$ cat src/rtl/dmem_arb_pkg.sv
// Shared types and bounds for the data-memory arbiter: owner encoding,
// the {valid, owner} read tag, and the legal RD_LAT / MAX_WAIT ranges.
package dmem_arb_pkg;

  localparam logic OWNER_CPU = 1'b0;
  localparam logic OWNER_EXT = 1'b1;

  localparam int RD_LAT_MIN   = 1;
  localparam int RD_LAT_MAX   = 4;
  localparam int MAX_WAIT_MIN = 1;
  localparam int MAX_WAIT_MAX = 255;

  typedef struct packed {
    logic valid;
    logic owner;
  } tag_t;

endpackage

$ cat src/rtl/dmem_arb_tag_pipe.sv
// RD_LAT-deep shift register of read tags; its output stage lines up with
// the cycle in which the SRAM presents read data.
module dmem_arb_tag_pipe
  import dmem_arb_pkg::*;
#(
  parameter int RD_LAT = 1
) (
  input  logic clk,
  input  logic arst,
  input  logic in_valid,
  input  logic in_owner,
  output logic out_valid,
  output logic out_owner
);

  tag_t              tag_in;
  tag_t [RD_LAT:1]   tag_pipe;

  assign tag_in = '{valid: in_valid, owner: in_owner};

  always_ff @(posedge clk or posedge arst) begin
    if (arst) begin
      tag_pipe <= '0;
    end else begin
      tag_pipe[1] <= tag_in;
      for (int i = 2; i <= RD_LAT; i++) tag_pipe[i] <= tag_pipe[i-1];
    end
  end

  assign out_valid = tag_pipe[RD_LAT].valid;
  assign out_owner = tag_pipe[RD_LAT].owner;

endmodule

$ cat src/rtl/dmem_arbiter.sv
// Two-requester (CPU MEM stage / host loader) arbiter for the data SRAM port.
// Default: CPU priority with MAX_WAIT host starvation guard; define
// DMEM_ARB_RR_EN for round-robin arbitration instead.
module dmem_arbiter
  import dmem_arb_pkg::*;
#(
  parameter int ADDR_W   = 32,
  parameter int DATA_W   = 32,
  parameter int RD_LAT   = 1,
  parameter int MAX_WAIT = 8
) (
  input  logic              clk,
  input  logic              arst,
  input  logic              cpu_req,
  input  logic              cpu_wen,
  input  logic [ADDR_W-1:0] cpu_addr,
  input  logic [DATA_W-1:0] cpu_wdata,
  output logic              cpu_gnt,
  output logic              cpu_rvalid,
  output logic [DATA_W-1:0] cpu_rdata,
  output logic              cpu_stall,
  input  logic              ext_req,
  input  logic              ext_wen,
  input  logic [ADDR_W-1:0] ext_addr,
  input  logic [DATA_W-1:0] ext_wdata,
  output logic              ext_gnt,
  output logic              ext_rvalid,
  output logic [DATA_W-1:0] ext_rdata,
  output logic              mem_wen,
  output logic              mem_ren,
  output logic [ADDR_W-1:0] mem_addr,
  output logic [DATA_W-1:0] mem_wdata,
  input  logic [DATA_W-1:0] mem_rdata
);

  if (RD_LAT < RD_LAT_MIN || RD_LAT > RD_LAT_MAX) begin : g_bad_rd_lat
    $error("dmem_arbiter: RD_LAT=%0d out of range", RD_LAT);
  end
  if (MAX_WAIT < MAX_WAIT_MIN || MAX_WAIT > MAX_WAIT_MAX) begin : g_bad_max_wait
    $error("dmem_arbiter: MAX_WAIT=%0d out of range", MAX_WAIT);
  end

`ifdef DMEM_ARB_RR_EN
  // Tie goes to whoever was not served last; resets to host so CPU wins first.
  logic last_owner;

  assign cpu_gnt = cpu_req & (~ext_req | (last_owner == OWNER_EXT));
  assign ext_gnt = ext_req & ~cpu_gnt;

  always_ff @(posedge clk or posedge arst) begin
    if (arst)         last_owner <= OWNER_EXT;
    else if (cpu_gnt) last_owner <= OWNER_CPU;
    else if (ext_gnt) last_owner <= OWNER_EXT;
  end
`else
  localparam logic [7:0] WAIT_LIMIT = 8'(MAX_WAIT);

  logic [7:0] wait_cnt;
  logic       ext_force;

  assign ext_force = ext_req & (wait_cnt == WAIT_LIMIT);
  assign cpu_gnt   = cpu_req & ~ext_force;
  assign ext_gnt   = ext_req & ~cpu_gnt;

  always_ff @(posedge clk or posedge arst) begin
    if (arst)                       wait_cnt <= '0;
    else if (~ext_req | ext_gnt)    wait_cnt <= '0;
    else if (wait_cnt != WAIT_LIMIT) wait_cnt <= wait_cnt + 8'd1;
  end
`endif

  assign cpu_stall = cpu_req & ~cpu_gnt;

  always_comb begin
    mem_wen   = 1'b0;
    mem_ren   = 1'b0;
    mem_addr  = '0;
    mem_wdata = '0;
    if (cpu_gnt) begin
      mem_wen   = cpu_wen;
      mem_ren   = ~cpu_wen;
      mem_addr  = cpu_addr;
      mem_wdata = cpu_wdata;
    end else if (ext_gnt) begin
      mem_wen   = ext_wen;
      mem_ren   = ~ext_wen;
      mem_addr  = ext_addr;
      mem_wdata = ext_wdata;
    end
  end

  logic tag_valid;
  logic tag_owner;

  dmem_arb_tag_pipe #(.RD_LAT(RD_LAT)) u_tag_pipe (
    .clk       (clk),
    .arst      (arst),
    .in_valid  (mem_ren),
    .in_owner  (ext_gnt),
    .out_valid (tag_valid),
    .out_owner (tag_owner)
  );

  assign cpu_rvalid = tag_valid & (tag_owner == OWNER_CPU);
  assign ext_rvalid = tag_valid & (tag_owner == OWNER_EXT);

  // Each side sees live SRAM data on its own return, else its last return.
  logic [DATA_W-1:0] cpu_rdata_q;
  logic [DATA_W-1:0] ext_rdata_q;

  always_ff @(posedge clk or posedge arst) begin
    if (arst) begin
      cpu_rdata_q <= '0;
      ext_rdata_q <= '0;
    end else begin
      if (cpu_rvalid) cpu_rdata_q <= mem_rdata;
      if (ext_rvalid) ext_rdata_q <= mem_rdata;
    end
  end

  assign cpu_rdata = cpu_rvalid ? mem_rdata : cpu_rdata_q;
  assign ext_rdata = ext_rvalid ? mem_rdata : ext_rdata_q;

endmodule
$ cat config.mk
export PLATFORM = sky130hd
export DESIGN_NAME = dmem_arbiter
export DESIGN_NICKNAME = d
export VERILOG_FILES = /design/src/rtl/dmem_arb_pkg.sv /design/src/rtl/dmem_arb_tag_pipe.sv /design/src/rtl/dmem_arbiter.sv
export SDC_FILE = /design/constraint.sdc
export NUM_CORES = 1
export LEC_CHECK = 0
export ABC_AREA = 1
export BUFFER_PORTS_ARGS = -buffer_cell sky130_fd_sc_hd__buf_4
export CAP_MARGIN = 25
export CELL_PAD_IN_SITES_DETAIL_PLACEMENT = 1
export CELL_PAD_IN_SITES_GLOBAL_PLACEMENT = 1
export CORE_ASPECT_RATIO = 1.4
export CORE_MARGIN = 8
export CORE_UTILIZATION = 28
export DETAILED_ROUTE_END_ITERATION = 8
export PLACE_DENSITY_LB_ADDON = 0.12
export SLEW_MARGIN = 20
export SYNTH_ARGS = -nofsm -noshare
export SYNTH_HDL_FRONTEND = slang
export SYNTH_SLANG_ARGS = --single-unit
$ cat constraint.sdc
create_clock -name clk -period 4.67 [get_ports clk]
set_clock_uncertainty 0.2 [all_clocks]
set_input_delay 0.2335 -clock clk [delete_from_list [all_inputs] [get_ports clk]]
set_output_delay 0.2335 -clock clk [all_outputs]
set_load 0.01 [all_outputs]
* Yosys cells after proc, flatten, opt, wreduce, memory -nomap -nowiden
Cells that the tools add are included.
Word-level totals: logic and storage cells 34, bits in registers 74, output and inout bits 135, input bits 166
Cells by class: equality and inequality tests 2, reductions and logical operators 1, add/sub/neg operators 1, muxes and demuxes 12, bitwise gates (word level) 13
Operators with widths (number):
- $mux W32 | 6
- $mux W8 | 2
- $add A8 B1 Y8 const B | 1
- $eq A8 B4 Y1 const B | 1
- $ne A8 B4 Y1 const B | 1
- $and A1 B1 Y1 | 6
- $not A1 Y1 | 6
- $mux W1 | 4
- $reduce_bool A2 Y1 | 1
- $or A1 B1 Y1 | 1

* Longest topological paths before layout
depth after elaboration 8, depth in mapped cells 10, depth with buffers taken out 9

* Hierarchy
A second synthesis with hierarchy kept.
Unflattened totals: cells, all modules 531, area, all modules 3844.9 sq um
By module, submodules not included:
- dmem_arbiter | area each 3791.1 sq um, cells an instance 528, instances 1, seq. area each 1801.7 sq um
- dmem_arb_tag_pipe | area each 53.8 sq um, cells an instance 3, instances 1, seq. area each 50.0 sq um

* Worst setup path after synthesis
OpenSTA, ideal clock, no wires.
path type reg2out, start reg wait_cnt[0], end out mem_addr[0], cell stages (with the launch flop) 10, required time 4.237 ns, arrival 1.341 ns, slack 2.895 ns, buffers on the path 2, path through dfrtp_1 > inv_1 > ha_1 > nand2_1 > nor2_2 > a21oi_2 > buf_4 > buf_2 > nand2_1 > nand2_1
Between the ends: cells in the longest elaborated chain, start to end 8
Ends and longest elaborated chain:
- start: declaration | RTL line dmem_arbiter.sv:58 | logic [7:0] wait_cnt;
- start signal: assignment | RTL line dmem_arbiter.sv:68 | else if (wait_cnt != WAIT_LIMIT) wait_cnt <= wait_cnt + 8'd1;
- $eq A8 B4 Y1 * | RTL line dmem_arbiter.sv:61 | assign ext_force = ext_req & (wait_cnt == WAIT_LIMIT);
- $and A1 B1 Y1 * | RTL line dmem_arbiter.sv:61
- $not A1 Y1 * | RTL line dmem_arbiter.sv:62 | assign cpu_gnt = cpu_req & ~ext_force;
- $and A1 B1 Y1 * | RTL line dmem_arbiter.sv:62
- $not A1 Y1 | RTL line dmem_arbiter.sv:63 | assign ext_gnt = ext_req & ~cpu_gnt;
- $and A1 B1 Y1 | RTL line dmem_arbiter.sv:63
- $mux W32 | RTL line dmem_arbiter.sv:84 | end else if (ext_gnt) begin
- $mux W32 * | RTL line dmem_arbiter.sv:79 | if (cpu_gnt) begin
- end: declaration | RTL line dmem_arbiter.sv:31 | output logic [ADDR_W-1:0] mem_addr,
Mark *: on every way between the ends. The rest lies on a longest branch, timed or not.

* Worst setup path after layout
start reg wait_cnt[0], end out mem_wdata[22]
Between the ends: cells in the longest elaborated chain, start to end 8
Ends and longest elaborated chain:
- $eq A8 B4 Y1 * | RTL line dmem_arbiter.sv:61
- $and A1 B1 Y1 * | RTL line dmem_arbiter.sv:61
- $not A1 Y1 * | RTL line dmem_arbiter.sv:62
- $and A1 B1 Y1 * | RTL line dmem_arbiter.sv:62
- $not A1 Y1 | RTL line dmem_arbiter.sv:63
- $and A1 B1 Y1 | RTL line dmem_arbiter.sv:63
- $mux W32 | RTL line dmem_arbiter.sv:84
- $mux W32 * | RTL line dmem_arbiter.sv:79
- end: declaration | RTL line dmem_arbiter.sv:32 | output logic [DATA_W-1:0] mem_wdata,
Marked as above.

==> impl_summary.log <==
[metrics] total number of placement rows: 50
[metrics] clock network latency to the later pin of the worst-skew pair: roughly 0.32 ns
[metrics] maximum achievable frequency: roughly 0.35 GHz
[metrics] # Max-Cap Violations: 0
[metrics] DIE AREA: 17800 um2
[metrics] I/O Pins: 301
[metrics] Routed Wire Length: roughly 19 mm
[metrics] Async SR Flop Fraction: 1.00
[metrics] sum of routed wire segments on met1: 6.66 mm
[metrics] H-tree Lvls: 3
[metrics] power per cell area: between 300 and 400 nW/um2
[metrics] HPWL after detailed placement: 15.3 mm
[metrics] worst setup margin: 1.78 ns
[metrics] static power due to leakage: 3.73 nW
[metrics] depth of the worst register-to-register path: 7
[metrics] relative slew slack: 0.357
[metrics] core area: roughly 13000 um2
[metrics] total clock buffers created by CTS: 9
[metrics] Setup Total Neg Slack: 0 ns
[metrics] syn_area_per_cell: slightly above 7 um2
[metrics] Post-synth EDFFs: 0
[metrics] Post-layout nets: 980
[metrics] final max-slew violation count: 0
[metrics] Clk Tree Root Cell: sky130_fd_sc_hd__clkbuf_16
[metrics] initial standard-cell utilization of the core: 0.287
[metrics] clock buffer depth: 2
[metrics] Yosys top cell area share: 0.482
[metrics] WHS Path Cells: 3
[metrics] post-synthesis sequential element count: 74
[metrics] final worst path period share: 0.618
[metrics] unrepaired setup endpoints after global routing: no
[metrics] total of fill cells in the finished design: 1739
[metrics] total global routing track utilization: 0.208
[metrics] wire length per cell after detailed routing: 18.7 um
[metrics] kind of launch point of the worst setup path: flip-flop
[metrics] final cell utilization of the core: 0.489
[metrics] Resized cells post-CTS: 0
[metrics] register clock-pin slew on the reported worst setup and hold paths: 0.06 ns
[metrics] footprint of the flip-flops and latches: between 1500 and 2000 um2
[metrics] first-pass GRT wire length: 28.5 mm
[metrics] Ant. Diodes: 0
[metrics] last weighted congestion value of the routability-driven placer: just under 0.8
[metrics] actual slew at the worst max-slew pin: 0.965 ns
[metrics] die outline width: roughly 110 um
[metrics] result of the run: complete, no violations
[metrics] start of the worst register-to-register path: wait_cnt[0]
[metrics] vias in the first global route: 5282
[metrics] Syn Std Cell Area: 3840 um2
[metrics] element type at the critical path end: output port
[metrics] count of input and output buffers: 300
[metrics] Synthesized Nets: 698
[metrics] number of vias per cell: between 4 and 5
[metrics] Worst Hold Path EP: cpu_rdata_q[30]
[metrics] Data arrival, critical path: 2.45 ns
[metrics] path type of the worst setup path: flip-flop to output port
[metrics] cts-stage hold buffer count: 1
[metrics] largest net degree at the start of global routing: between 60 and 70
[metrics] most common flop cell mapped by yosys: sky130_fd_sc_hd__dfrtp_1
[metrics] synthesized instance count: 530
[metrics] setup slack of the most critical reg-to-reg path: 2.63 ns
[metrics] most common cell in the synthesized netlist: sky130_fd_sc_hd__nand2_1
[metrics] relative area change from synthesis to final layout: 70.3%
[metrics] total number of clock tree sinks: 74
[metrics] CP required: 4.24 ns
[metrics] Hold Path Class: input port to flip-flop
[metrics] first-pass detailed-route iteration total: 4
[metrics] sum of overflow across all layers after global routing: 0
[metrics] Final setup violation count: 0
[metrics] met3 routed wirelength: 2.01 mm
[metrics] leading post-synthesis cells by instance count: sky130_fd_sc_hd__nand2_1, sky130_fd_sc_hd__dfrtp_1, sky130_fd_sc_hd__nand3_1
[metrics] overall die height: roughly 150 um
[metrics] ANT nets after route: 0
[metrics] distinct cell type count of the synthesized netlist: 20
[metrics] cell type contributing the most total cell area after synthesis: sky130_fd_sc_hd__dfrtp_1
[metrics] multi-input logic area: 1630 um2
[metrics] origin of the worst min-delay path: mem_rdata[30]
[metrics] top cells by area in the synthesized netlist: sky130_fd_sc_hd__dfrtp_1, sky130_fd_sc_hd__nand2_1, sky130_fd_sc_hd__nand3_1
[metrics] number of antenna violations at the first check in global routing: 0
[metrics] top metal layer carrying routed signals: met4
[metrics] layout cells sized above 1: 0.404
[metrics] Tmin final: 2.89 ns
[metrics] detailed-routed wire length on met2: 9.49 mm
[metrics] final routed DRC violation total: 0
[metrics] total count of hold-check failures in the final report: 0
[metrics] Post CTS Setup Buffer Count: 0
[metrics] crit-path max FO: 38
[metrics] vias after detailed routing: 4646
[metrics] Synthesis Warnings: 0
[metrics] capture point of the worst reg-to-reg path: u_tag_pipe.out_owner
[metrics] peak supply drop: 0.202 mV
[metrics] proportion of synthesized chip area in sequential cells: 0.482
[metrics] TritonCTS clock tree: built
[metrics] placement-stage worst setup slack: 1.82 ns
[metrics] Detailed Route Iter0 Violations: 112
==> how the worst max path moves through the flow <==
stage / from / endpoint / slack (ns) / cells past startpoint
floorplan: arst / cpu_rdata_q[0] / 2.35 / 1
global placement: ext_req / mem_wdata[24] / 1.58 / 8
detailed placement: ext_req / mem_wdata[22] / 1.82 / 9
CTS: wait_cnt[0] / mem_wdata[22] / 1.76 / 10
global route: wait_cnt[0] / mem_wdata[22] / 1.63 / 10
finish: wait_cnt[0] / mem_wdata[22] / 1.78 / 10
==> layout make-up <==
| type | count | share of cell area |
|---|---|---|
| tap | 182 | 0.0348 |
| sequential | 74 | 0.283 |
| timing repair buffer | 305 | 0.352 |
| inverter | 51 | 0.0293 |
| clock buffer | 9 | 0.0344 |
| multi-input combinational | 371 | 0.248 |
| clock inverter | 7 | 0.0178 |
==> flip-flops by register name, summed over array words and instances (netlist names) <==
register,cells
cpu_rdata_q,32
ext_rdata_q,32
u_tag_pipe.out_owner,1
u_tag_pipe.out_valid,1
wait_cnt,8
==> report_power, final <==
group          switching, mW  internal [mW]  total (mW)
combinational          0.352          0.325       0.676
sequential            0.0288          0.742       0.771
clock                  0.258          0.521       0.780
==> worst max-delay path, stage by stage, from the launching register on <==
cell	delay (ns)
sky130_fd_sc_hd__dfrtp_1	0.42
sky130_fd_sc_hd__inv_1	0.07
sky130_fd_sc_hd__ha_1	0.14
sky130_fd_sc_hd__nand2_1	0.06
sky130_fd_sc_hd__nor2_2	0.17
sky130_fd_sc_hd__nand2_2	0.11
sky130_fd_sc_hd__nand2_2	0.44
sky130_fd_sc_hd__buf_12	0.27
sky130_fd_sc_hd__nand3_1	0.10
sky130_fd_sc_hd__nand2_1	0.18
sky130_fd_sc_hd__buf_4	0.15
==> placed cells by master, fill, tap and decap left out <==
cell type,n
sky130_fd_sc_hd__a21oi_4,1
sky130_fd_sc_hd__xor2_1,2
sky130_fd_sc_hd__nand2_1,209
sky130_fd_sc_hd__nand4_1,1
sky130_fd_sc_hd__nor2_2,2
sky130_fd_sc_hd__buf_4,303
sky130_fd_sc_hd__bufinv_16,3
sky130_fd_sc_hd__o21ai_0,65
sky130_fd_sc_hd__clkinvlp_4,1
sky130_fd_sc_hd__clkinv_2,2
sky130_fd_sc_hd__inv_2,3
sky130_fd_sc_hd__nor2_1,13
sky130_fd_sc_hd__dlygate4sd3_1,1
sky130_fd_sc_hd__xnor2_1,1
sky130_fd_sc_hd__inv_6,1
sky130_fd_sc_hd__buf_12,1
sky130_fd_sc_hd__clkbuf_16,9
sky130_fd_sc_hd__nand3_1,71
sky130_fd_sc_hd__inv_1,48
sky130_fd_sc_hd__or2_2,1
sky130_fd_sc_hd__dfrtp_1,74
sky130_fd_sc_hd__nand2_2,3
sky130_fd_sc_hd__ha_1,2
==> cells by family (layout without fill, tap and decap cells) <==
| group | count (synthesis) | count (layout) | share of synthesized area |
|---|---|---|---|
| DFF | 74 | 74 | 0.482 |
| and+or+nand+nor | 300 | 300 | 0.320 |
| AOI/OAI and AO/OA | 66 | 66 | 0.0870 |
| adders and majority gates | 2 | 2 | 0.00651 |
| xor gates and xnor gates | 3 | 3 | 0.00684 |
| buffers and inverters | 85 | 372 | 0.0974 |
==> per-layer routing <==
metal | GRT usage | vias up
li1 | - | 2225
met1 | 0.205 | 2183
met2 | 0.370 | 210
met3 | 0.0904 | 28
met4 | 0.0842 | 0
met5 | 0 | -
==> metrics by stage <==
stage | hold slack [ns] | instance area [um2] | cells | total power [mW]
5_1_grt | 0.0294 | 6540 | 999 | 2.34
2_1_floorplan | 0.203 | 3840 | 530 | 1.05
3_3_place_gp | 0.165 | 6170 | 981 | 1.44
3_5_place_dp | 0.176 | 6190 | 982 | 1.47
6_report | 0.0179 | 6540 | 999 | 2.23
4_1_cts | 0.00729 | 6540 | 999 | 2.26
Note: power is estimated with default switching activity, not from simulation.
